$ cat src/rtl/uart_tx_fifo.sv
// uart_tx_fifo: byte-wide transmit FIFO feeding an 8N1 UART serializer.
//
// Ports
//   clk       in   system clock, all state changes on its rising edge
//   reset     in   synchronous active-high reset
//   wr_en     in   push strobe, one byte per high cycle
//   wr_data   in   byte to enqueue
//   ovf_clr   in   clears the sticky overflow flag
//   tx        out  registered serial line, idle high
//   full      out  FIFO holds FIFO_DEPTH bytes
//   empty     out  FIFO holds no bytes
//   busy      out  serializer is sending a frame
//   level     out  FIFO occupancy
//   overflow  out  sticky, set when a write arrives while full
module uart_tx_fifo #(
    parameter int CLKS_PER_BIT = 434,
    parameter int FIFO_DEPTH   = 8
) (
    input  logic                          clk,
    input  logic                          reset,
    input  logic                          wr_en,
    input  logic [7:0]                    wr_data,
    input  logic                          ovf_clr,
    output logic                          tx,
    output logic                          full,
    output logic                          empty,
    output logic                          busy,
    output logic [$clog2(FIFO_DEPTH):0]   level,
    output logic                          overflow
);

    localparam int AW = $clog2(FIFO_DEPTH);
    localparam int BW = (CLKS_PER_BIT > 1) ? $clog2(CLKS_PER_BIT) : 1;

    typedef enum logic [1:0] {IDLE, START, DATA, STOP} state_e;

    logic [7:0]    mem_q [FIFO_DEPTH];
    logic [AW-1:0] wptr_q, wptr_d, rptr_q, rptr_d;
    logic [AW:0]   cnt_q, cnt_d;
    logic          ovf_q, ovf_d;

    state_e        state_q, state_d;
    logic [BW-1:0] baud_q, baud_d;
    logic [2:0]    bit_q, bit_d;
    logic [7:0]    shift_q, shift_d;
    logic          tx_q, tx_d;

    logic push, pop, baud_last;

    // Status comes straight from registers so a write shows up one cycle later.
    assign full     = (cnt_q == (AW+1)'(FIFO_DEPTH));
    assign empty    = (cnt_q == '0);
    assign level    = cnt_q;
    assign overflow = ovf_q;
    assign busy     = (state_q != IDLE);
    assign tx       = tx_q;

    assign push      = wr_en & ~full;
    assign baud_last = (baud_q == BW'(CLKS_PER_BIT - 1));

    // Serializer. tx_d is derived from the state being entered so the line
    // changes on the same edge as the state register.
    always_comb begin
        state_d = state_q;
        baud_d  = baud_q;
        bit_d   = bit_q;
        shift_d = shift_q;
        tx_d    = tx_q;
        pop     = 1'b0;
        case (state_q)
            IDLE: begin
                tx_d   = 1'b1;
                baud_d = '0;
                bit_d  = '0;
                if (!empty) begin
                    pop     = 1'b1;
                    shift_d = mem_q[rptr_q];
                    state_d = START;
                    tx_d    = 1'b0;
                end
            end
            START: begin
                if (baud_last) begin
                    baud_d  = '0;
                    bit_d   = '0;
                    state_d = DATA;
                    tx_d    = shift_q[0];
                end else begin
                    baud_d = baud_q + 1'b1;
                end
            end
            DATA: begin
                if (baud_last) begin
                    baud_d = '0;
                    if (bit_q == 3'd7) begin
                        state_d = STOP;
                        tx_d    = 1'b1;
                    end else begin
                        bit_d   = bit_q + 1'b1;
                        shift_d = {1'b0, shift_q[7:1]};
                        tx_d    = shift_q[1];
                    end
                end else begin
                    baud_d = baud_q + 1'b1;
                end
            end
            STOP: begin
                if (baud_last) begin
                    baud_d = '0;
                    // Chain straight into the next frame when data is waiting.
                    if (!empty) begin
                        pop     = 1'b1;
                        shift_d = mem_q[rptr_q];
                        state_d = START;
                        tx_d    = 1'b0;
                    end else begin
                        state_d = IDLE;
                        tx_d    = 1'b1;
                    end
                end else begin
                    baud_d = baud_q + 1'b1;
                end
            end
            default: begin
                state_d = IDLE;
                tx_d    = 1'b1;
            end
        endcase
    end

    // FIFO pointers, occupancy and overflow.
    always_comb begin
        wptr_d = wptr_q;
        rptr_d = rptr_q;
        cnt_d  = cnt_q;
        ovf_d  = ovf_q;
        if (push) wptr_d = wptr_q + 1'b1;
        if (pop)  rptr_d = rptr_q + 1'b1;
        if (push && !pop)      cnt_d = cnt_q + 1'b1;
        else if (!push && pop) cnt_d = cnt_q - 1'b1;
        // A dropped write wins over a clear in the same cycle.
        if (wr_en && full) ovf_d = 1'b1;
        else if (ovf_clr)  ovf_d = 1'b0;
    end

    always_ff @(posedge clk) begin
        if (reset) begin
            wptr_q  <= '0;
            rptr_q  <= '0;
            cnt_q   <= '0;
            ovf_q   <= 1'b0;
            state_q <= IDLE;
            baud_q  <= '0;
            bit_q   <= '0;
            shift_q <= '0;
            tx_q    <= 1'b1;
        end else begin
            wptr_q  <= wptr_d;
            rptr_q  <= rptr_d;
            cnt_q   <= cnt_d;
            ovf_q   <= ovf_d;
            state_q <= state_d;
            baud_q  <= baud_d;
            bit_q   <= bit_d;
            shift_q <= shift_d;
            tx_q    <= tx_d;
        end
    end

    // Storage has no reset; pointers alone define what is valid.
    always_ff @(posedge clk) begin
        if (push) mem_q[wptr_q] <= wr_data;
    end

endmodule

$ cat config.mk
export PLATFORM = sky130hd
export DESIGN_NAME = uart_tx_fifo
export DESIGN_NICKNAME = d
export VERILOG_FILES = /design/src/rtl/uart_tx_fifo.sv
export SDC_FILE = /design/constraint.sdc
export NUM_CORES = 1
export LEC_CHECK = 0
export ABC_AREA = 0
export BUFFER_PORTS_ARGS = -buffer_cell sky130_fd_sc_hd__buf_4
export CAP_MARGIN = 10
export CORE_MARGIN = 4
export CORE_UTILIZATION = 52
export DETAILED_ROUTE_END_ITERATION = 16
export HOLD_SLACK_MARGIN = 0.06
export PLACE_DENSITY = 0.67
export SYNTH_ARGS = -nofsm -noshare
export SYNTH_HDL_FRONTEND = slang
export SYNTH_SLANG_ARGS = --single-unit
$ cat constraint.sdc
create_clock -name clk -period 8 [get_ports clk]
set_input_delay 0.8 -clock clk [delete_from_list [all_inputs] [get_ports clk]]
set_output_delay 0.8 -clock clk [all_outputs]
set_load 0.005 [all_outputs]
# == Word level (Yosys, flattened, before mapping) ==
# Memories as Yosys holds them, arrays and structs flattened. A register that Yosys moved wholly into a read port is not among the register bits.
# Index checks and enable logic that the tools add are counted.
# word_totals
register_bits,34
ramBits,64
inputBits,12
out_inout_bits,9
wordCells,82
memories,1
# memory_table
name,words,word_bits,read_ports,rd_clocked_by_memory_dff,wr,line,rtl
mem_q,8,8,1,1,1,37,logic [7:0] mem_q [FIFO_DEPTH];
# op_classes
addsub,6
eq_ne,12
muxes,35
bitwise,2
reduce_logical,17
# op_table
cell,count
$mux 8,4
$pmux 8 s3,1
$pmux 9 s2,1
$mux 3,5
$mux 1,12
$ne 2x2->1 const B,6
$mux 2,5
$add 3x1->3 const B,3
$add 9x1->9 const B,1
$eq 9x9->1 const B,1
$mux 9,1
$pmux 3 s3,1
$mux 4,2
$pmux 2 s4,1
$reduce_and 4->1,2
$reduce_bool 2->1,3
$reduce_bool 3->1,2
$reduce_and 5->1,1
$add 4x1->4 const B,1
$eq 2x2->1 const B,2
$eq 4x4->1 const B,1
$logic_not 4->1,1
$pmux 1 s4,1
$sub 4x1->4 const B,1
10 further kinds,13

# == Longest topological paths before layout ==
# Gate-level depths: netlist of run 1.
# logic_depth
word_depth,7
ltp_mapped,13
ltp_nobuf,13

# == Worst setup path before layout of run 1 ==
# OpenSTA, ideal clock, no wires.
# synth_path
kind,register -> register
start,reg cnt_q[0] (netlist: level[0])
end,reg cnt_q[3] (netlist: level[3])
setup_time_ns,0.121
arrival_ns,2.627
slack_ns,5.252
path_stages_with_launch,11
path_cell_list,dfxtp_1 -> or4b_1 -> nand2_1 -> inv_1 -> ha_1 -> inv_1 -> ha_1 -> a21o_1 -> a21oi_1 -> mux2i_1 -> mux2_2
# synth_between
elab_cells_between_ends,16
cone_classes,add/sub (2); eq/ne (1); mux (5); bitwise (2); reduce/logical (6)
# synth_lines
element,line,rtl
from (decl),39,"logic [AW:0] cnt_q, cnt_d;"
from (signal assigned),160,cnt_q <= cnt_d;
$eq 4x4->1 *,51,assign full = (cnt_q == (AW+1)'(FIFO_DEPTH));
$not 1->1 *,58,assign push = wr_en & ~full;
$and 1x1->1 *,58,
net push,48,"logic push, pop, baud_last;"
$logic_not 1->1,140,else if (!push && pop) cnt_d = cnt_q - 1'b1;
$logic_and 1x1->1,140,
$reduce_bool 2->1 (no source line),n/a,
# The timed path passes the listed nets; every way through them passes the cells marked *. The select of a mux whose other input is x is not followed.
# A chain may end at the register's enable or synchronous reset.

# == Worst setup path in the final report of run 1 ==
# Ends and elaborated chain as after synthesis.

==> metrics, run 1 <==
Synth Instances=roughly 310; Worst Path Arrival=about 3300 ps; CTS sink cnt=101; register area share after synthesis=61.8%; Synth Flop Type=edfxtp_1; pins over their slew limit=0; Area contributors post-synth=edfxtp_1 (45%), dfxtp_1 (17%), mux4_2 (5.8%); grt ovf=0; first-pass GRT wire length=roughly 13000 um; Final Wtd Congestion=0.776; post_cts resized=0; DPL Wire Length=about 5000 um; Setup-failing EPs final=0; status=finished, final reports clean; Final nets=between 300 and 400; commonest non-fill, non-tap cells in the layout=edfxtp_1 (64), dfxtp_1 (37), nor2_1 (27); CTS Buffer Depth=2; Post-Layout Cell Count=between 400 and 500; Net Count, Synth=around 340; cts bufs inserted=9; CP startpoint kind=register; mapped cell area=approximately 4300 sq um; Clock Root Buffer=clkbuf_8; final clock skew=10.4 ps; utilization after layout=around three fifths; Antenna Violating Nets Remaining=0; CTS tree=yes; Ys Warns=0; clock insertion delay at the later pin of the skew report=370 ps; H-tree levels=3; Post-Route WL=7720 um; Post-CTS Setup Inserts=0; post-synth top area share=around 45%; LEAKAGE=about 1.7 nW; hold slack=about 470 ps; # hold bufs at CTS=0; PD cells=300 nW/um^2; final hold violations=0; # DRC=0; drt initial violations=130; dpl cell area=4570 sq um; Distinct cells, synth=53; clock slew at reported path FFs=~100 ps; Crit Path Class=register to register; Peak VDD IR=0.000169 V; Max-slew headroom=~30%; Avg Inst Size Synth=13.9 sq um; Worst setup EP type=register; most common cell after layout, fill and taps aside=edfxtp_1; vias in the first global route=roughly 2400; port buffer count=20; Die H=about 99 um; ANT cells=0; total iterations of the first detailed-routing run=4; # rows=32; largest net degree at the start of global routing=28; synthesis-stage register bit count=101; Inst Count DP=~420; fraction of layout cells with a size suffix above 1=between 10% and 20%; number of synthesized flops with an enable pin=64; post-route cell area=approximately 4700 sq um; top-level I/O count=21; DIE WIDTH=just under 100 um; area grow syn2layout=10.2%; total die area=just under 10000 sq um; via/cell ratio=roughly 5.7; Core ar.=roughly 8000 sq um; HP Class=register to register; final worst path period need=between 2000 and 3000 ps; setup_tns=0 ps; CP required=8260 ps; vias=roughly 2500; GR Util All Layers=approximately 17%; Async SR Flop Fraction=0%; worst slew pin tran=~1000 ps; max cap viols=0; fin crit share=37.4%; RSZ-0062 raised after global routing=no; antenna violations before repair=0; Initial Utilization=a little over half; top achievable clock speed=334 MHz; Synth area leader=edfxtp_1; Avg WL per Cell=17.6 um; Crit Path Max Fanout=6
-- worst max-delay path: stages (launching register included) --
cell and delay [ps]:
dfxtp_1 400, or4b_1 600, nand2_1 240, inv_1 140, ha_1 230, inv_1 130
ha_1 250, a21o_1 170, a21oi_1 160, mux2i_1 220, mux2_2 340
-- final cells by class --
| type | count | area [sq um] |
|---|---|---|
| sequential | 101 | 2660 |
| timing repair buffer | 22 | 165 |
| multi-input combinational | 179 | 1540 |
| clock buffer | 10 | 128 |
| tap | 102 | 128 |
| fill | 622 | 3140 |
| inverter | 19 | 71.3 |
| clock inverter | 6 | 52.6 |
-- metrics by stage --
step	worst slack, ps	power [mW]
2_1_floorplan	5250	1.02
3_3_place_gp	5100	1.13
5_1_grt	4760	1.51
6_report	5010	1.42
3_5_place_dp	5020	1.14
4_1_cts	5000	1.44
-- sequential cells by signal, indices dropped and copies added, names as in the netlist, named ones only --
register  count
mem_q        64
overflow      1
rptr_q        3
level         4
wptr_q        3
baud_q        9
tx            1
shift_q       8
state_q       2
bit_q         3
-- cell usage after synthesis (all sizes together), types with 3 or more instances --
cell type / n
a21oi: 18
a22o: 7
buf: 5
clkbuf: 5
dfxtp: 37
edfxtp: 64
ha: 14
inv: 19
mux2i: 4
mux4: 16
nand2: 10
nand2b: 7
nand3: 6
nor2: 27
nor2b: 4
nor3: 8
o21ai: 8
o22ai: 7
xnor2: 6
xor2: 3
-- per-layer routing --
metal  track usage, %  vias up  wire, um
met4             4.73        0       116
met1             24.0     1252      3760
met5                0        -         0
li1                 -     1215         -
met2             24.9       34      3590
met3             4.53       10       256
-- kinds of logic after synthesis --
logic type               count (synthesis)  share of synthesized area, %
buffers and inverters                   29                          2.93
AO/OA/AOI/OAI                           54                          8.34
flip-flops                             101                          61.8
AND/OR/NAND/NOR                         79                          10.3
adder cells (fa/ha/maj)                 15                          4.53
XOR/XNOR                                 9                          1.83
multiplexers                            22                          10.3
-- where the power goes --
group          total [mW]  switching (mW)  internal (mW)
logic               0.444           0.224          0.220
clock network       0.297           0.179          0.118
registers           0.683          0.0673          0.616
-- path summary, 6_finish.rpt --
path / to / depth (start not counted) / start / slack, ps
min reg2reg: bit_q[1]$_SDFFE_PP0P_ / 2 / bit_q[1]$_SDFFE_PP0P_ / 470
min: bit_q[1]$_SDFFE_PP0P_ / 2 / bit_q[1]$_SDFFE_PP0P_ / 470
max: level[3]$_SDFFE_PP0P_ / 10 / level[0]$_SDFFE_PP0P_ / 5010
max reg2reg: level[3]$_SDFFE_PP0P_ / 10 / level[0]$_SDFFE_PP0P_ / 5010
(Power assumes the default switching activity.)
==> inputs of run 2 (changes only) <==
Clock period 8 ns to 2.8 ns, I/O delays scaled along.
==> metrics, run 2 (synthesis results as in run 1) <==
fraction of layout cells with a size suffix above 1=24.8% (+6.1 points); CP startpoint kind=register; Crit Path Max Fanout=3 (-3); GR Util All Layers=16.9% (+0.28 points); Initial Utilization=54.6% (unchanged); commonest non-fill, non-tap cells in the layout=edfxtp_1 (64), buf_4 (48), dfxtp_1 (37); area grow syn2layout=15.2%; FF/Latch Area=2660 sq um (unchanged); post-route cell area=4960 sq um (+4.5%); antenna violations before repair=0 (unchanged); ANT cells=0 (unchanged); clock slew at reported path FFs=100 ps (about the same); H-tree levels=3 (unchanged); total iterations of the first detailed-routing run=4 (unchanged); CTS Buffer Depth=2 (unchanged); cts bufs inserted=9 (unchanged); final clock skew=9.65 ps (-0.716 ps); dpl cell area=4740 sq um (+3.8%); Avg WL per Cell=16.9 um (-3.9%); Core ar.=7890 sq um (unchanged); port buffer count=20 (unchanged); Post-Place Worst Slack=-36.3 ps (-5060 ps); most common cell after layout, fill and taps aside=edfxtp_1; utilization after layout=62.9% (+2.7 points); LEAKAGE=1.79 nW (+8.1%); Worst Path Arrival=2890 ps (-360 ps); vias=2620 (+4.3%); top-level I/O count=21 (unchanged); worst slew pin tran=767 ps (-278 ps); RSZ-0062 raised after global routing=no; Worst setup EP type=register; final hold violations=0 (unchanged); max cap viols=0 (unchanged); max reg flops=64 (unchanged); drt initial violations=104 (-20%); largest net degree at the start of global routing=28 (unchanged); CTS tree=yes; vias in the first global route=2548 (+4.6%); final worst slack=173 ps (-4840 ps); Final Wtd Congestion=0.876 (+13%); Peak VDD IR=0.000647 V (+280%); fin crit share=93.8% (+56 points); total die area=9800 sq um (unchanged); DPL Wire Length=5290 um (+3.6%); # rows=32 (unchanged); via/cell ratio=5.63 (-1.5%); first-pass GRT wire length=12800 um (+2.0%); Die H=99.0 um (unchanged); # DRC=0 (unchanged); DIE WIDTH=99.0 um (unchanged); register name with the most flops=mem_q; Final nets=385 (+7.2%); footprint of the multi-input gates=1560 sq um (+1.1%); Max-slew headroom=48.5% (+18 points); clock insertion delay at the later pin of the skew report=360 ps (about the same); Clock Root Buffer=clkbuf_8; Antenna Violating Nets Remaining=0 (unchanged); final worst path period need=2630 ps (-364 ps); Fill cells=600 (-3.5%); pins over their slew limit=0 (unchanged); grt ovf=0 (unchanged); HP Class=input port to register; top achievable clock speed=381 MHz (+14%); Setup-failing EPs final=0 (unchanged); PD cells=855 nW/um^2 (+190%); CTS sink cnt=101 (unchanged); Post-Route WL=7860 um (+1.8%); Crit Path Class=register to register; status=finished, final reports clean; CP required=3060 ps (-5200 ps); setup_tns=0 ps (unchanged); Regs by FF count=mem_q x64, baud_q x9, shift_q x8
-- run 2: path summary, 6_finish.rpt --
| kind | from | end | slack (ps) | cells past startpoint |
|---|---|---|---|---|
| max reg2reg | baud_q[1]$_SDFF_PP0_ | level[3]$_SDFFE_PP0P_ | 170 | 13 |
| min reg2reg | bit_q[2]$_SDFFE_PP0P_ | bit_q[2]$_SDFFE_PP0P_ | 470 | 2 |
| max | baud_q[1]$_SDFF_PP0_ | level[3]$_SDFFE_PP0P_ | 170 | 13 |
| min | wr_data[1] | mem_q[3][1]$_DFFE_PP_ | 150 | 1 |
-- run 2: area by class of cell --
class,count,share of cell area [%]
sequential,101,53.7
tap,102,2.57
inverter,19,1.44
timing repair buffer,48,7.26
clock inverter,6,1.11
clock buffer,10,2.57
multi-input combinational,179,31.4
-- run 2: repair_timing --
action,4_1_cts,5_1_grt
hold buffers,0,0
endpoints found under the setup margin,1,1
gates resized for setup,1,5
pin swaps,0,2
buffers inserted,0,1
endpoints found under the hold margin,0,0
gates cloned,0,0
-- run 2: routing by layer --
layer  global-route usage, %  part of all wire, %
met5                       0                    0
met4                    5.78                  1.1
met3                    3.96                  3.9
met2                    26.2                   47
met1                    23.6                   48
-- run 2: where the power goes --
part / internal, mW / leakage, nW / switching (mW)
Clock: 0.340 / 0.0869 / 0.509
Combinational: 0.754 / 0.823 / 0.785
Sequential: 1.76 / 0.883 / 0.0947
-- run 2: per-stage QoR --
stage	power [mW]	hold slack, ps	cells
3_3_place_gp	3.34	453	448
5_1_grt	4.52	128	465
6_report	4.24	149	465
4_1_cts	4.23	129	464
2_1_floorplan	2.93	379	309
3_5_place_dp	3.37	456	448
-- run 2: critical path: stages (launching register included) --
cell	delay (ps)
dfxtp_1	330
inv_1	40
ha_1	180
and4_2	270
a31oi_4	200
nor3_4	60
inv_1	70
ha_1	160
inv_1	60
ha_1	270
a21o_1	190
a21oi_2	140
mux2i_1	220
mux2_2	340
==> inputs of run 3 (changes only) <==
Settings changed: CORE_UTILIZATION 52 to 30, PLACE_DENSITY 0.67 to 0.43.
==> metrics, run 3 (synthesis results as in run 1) <==
clock insertion delay at the later pin of the skew report=350 ps (about the same); pins over their slew limit=0 (unchanged); clock slew at reported path FFs=70 ps (-30 ps); CP required=3040 ps (-20 ps); commonest non-fill, non-tap cells in the layout=edfxtp_1 (64), buf_4 (45), dfxtp_1 (35); Clock Root Buffer=clkbuf_16; final worst path period need=2610 ps (-12.0 ps); DPL Wire Length=5820 um (+10%); CTS Buffer Depth=2 (unchanged); # rows=43 (+34%); area grow syn2layout=19.8%; total die area=16300 sq um (+67%); GRT busiest layer=met2; vias=2511 (-4.2%); most common cell after layout, fill and taps aside=edfxtp_1; GRT met2 Usage=18.6% (-7.6 points); grt ovf=0 (unchanged); final hold violations=0 (unchanged); Reg2Reg Capture Point=level[3]$_SDFFE_PP0P_; max cap viols=0 (unchanged); crit-path cells=or4b_4, nand2_1, inv_1, ha_1, inv_1, ha_1, a21o_1, a21oi_1, mux2i_1, mux2_2; HP Class=input port to register; crit path buf inv count=2 (-1); ANT cells=0 (unchanged); top-level I/O count=21 (unchanged); Peak VDD IR=0.000340 V (-47%); Worst setup EP type=register; fraction of layout cells with a size suffix above 1=24.7% (-0.071 points); Post-Route WL=8640 um (+9.9%); Crit Path Max Fanout=4 (+1); status=finished, final reports clean; register name with the most flops=mem_q; via/cell ratio=4.65 (-17%); H-tree levels=3 (unchanged); Worst path max stage delay=550 ps (+210 ps); port buffer count=20 (unchanged); top achievable clock speed=382 MHz (+0.46%); Final Wtd Congestion=0.736 (-16%); fin crit share=93.4% (-0.43 points); vias in the first global route=2594 (+1.8%); antenna violations before repair=0 (unchanged); first-pass GRT wire length=14100 um (+10%); worst slew pin tran=840 ps (+73.2 ps); Crit Path Class=register to register; slowest CP cell=or4b_4; Antenna Violating Nets Remaining=0 (unchanged); setup_tns=0 ps (unchanged); post_cts resized=0 (-1); max reg flops=64 (unchanged); total iterations of the first detailed-routing run=4 (unchanged); cts bufs inserted=9 (unchanged); Initial Utilization=30.8% (-24 points); GR Util All Layers=11.4% (-5.5 points); largest net degree at the start of global routing=28 (unchanged); Inst Count DP=524 (+17%); met1 Resource Use GR=14.5% (-9.1 points); grt met3 use=3.13% (-0.84 points); Hold Crit Start=wr_data[0]; Post-Place Worst Slack=39.6 ps (+75.9 ps); Worst R2R Setup Slack=190 ps (about the same); CP startpoint kind=register; Crit path max-delay family=simple AND/OR/NAND/NOR gates; final worst slack=185 ps (+12.0 ps); RR Startpoint=level[0]$_SDFFE_PP0P_; Die H=128 um (+29%); Hold Path Depth=1 (unchanged); Worst Path Arrival=2860 ps (-30 ps); LEAKAGE=1.84 nW (+2.8%); Post-Layout Cell Count=540 (+16%); PD cells=906 nW/um^2 (+6.0%); drt initial violations=127 (+22%); DIE WIDTH=128 um (+29%); # DRC=0 (unchanged); CTS sink cnt=101 (unchanged); Core ar.=14000 sq um (+77%); Hold EP=mem_q[0][0]$_DFFE_PP_; Final nets=382 (-0.78%); Worst R2R Path Depth=10 (-3); # hold bufs at CTS=0 (unchanged); Post-CTS Setup Inserts=0 (unchanged); Avg WL per Cell=16.0 um (-5.4%); Regs by FF count=mem_q x64, baud_q x9, shift_q x8; CTS tree=yes; worst setup path startpoint=level[0]$_SDFFE_PP0P_; Max-slew headroom=43.9% (-4.6 points); final clock skew=4.88 ps (-4.77 ps); Setup-failing EPs final=0 (unchanged)
[run 3: layout make-up]
type | count | area (sq um)
fill | 1369 | 8830
clock buffer | 10 | 229
multi-input combinational | 179 | 1560
tap | 180 | 225
timing repair buffer | 45 | 338
sequential | 101 | 2670
inverter | 19 | 71.3
clock inverter | 6 | 76.3
[run 3: worst max-delay path by stage]
stage,to,slack (ps),depth (start not counted)
2_1_floorplan,level[3]$_SDFFE_PP0P_,50,10
3_3_place_gp,level[3]$_SDFFE_PP0P_,100,13
3_5_place_dp,level[3]$_SDFFE_PP0P_,40,13
4_1_cts,level[3]$_SDFFE_PP0P_,10,13
5_1_grt,level[3]$_SDFFE_PP0P_,-5,12
6_report,level[3]$_SDFFE_PP0P_,190,10
[run 3: report_power, final]
part	total [mW]	switching [mW]	internal, mW
logic	1.53	0.782	0.751
clock network	1.28	0.573	0.711
registers	1.86	0.0993	1.76
[run 3: routing by layer]
layer	routed length, um	share of wire [%]
met5	0	0
met4	157	1.8
met3	192	2.2
met2	4140	48
met1	4140	48
[run 3: worst register-to-register path: stages, from the launching register on]
cell,delay [ps]
dfxtp_1,320
or4b_4,550
nand2_1,100
inv_1,100
ha_1,220
inv_1,90
ha_1,230
a21o_1,170
a21oi_1,160
mux2i_1,210
mux2_2,350
[run 3: metrics by stage]
| step | total power [mW] | hold slack, ps | area (sq um) | util [%] |
|---|---|---|---|---|
| after floorplan | 2.93 | 379 | 4310 | - |
| after global placement | 3.40 | 451 | 4820 | 34.5 |
| after detailed placement | 3.40 | 456 | 4820 | 34.5 |
| after CTS | 4.72 | 150 | 5130 | 36.7 |
| after global routing | 5.00 | 153 | 5160 | 36.9 |
| final | 4.68 | 164 | 5160 | 36.9 |
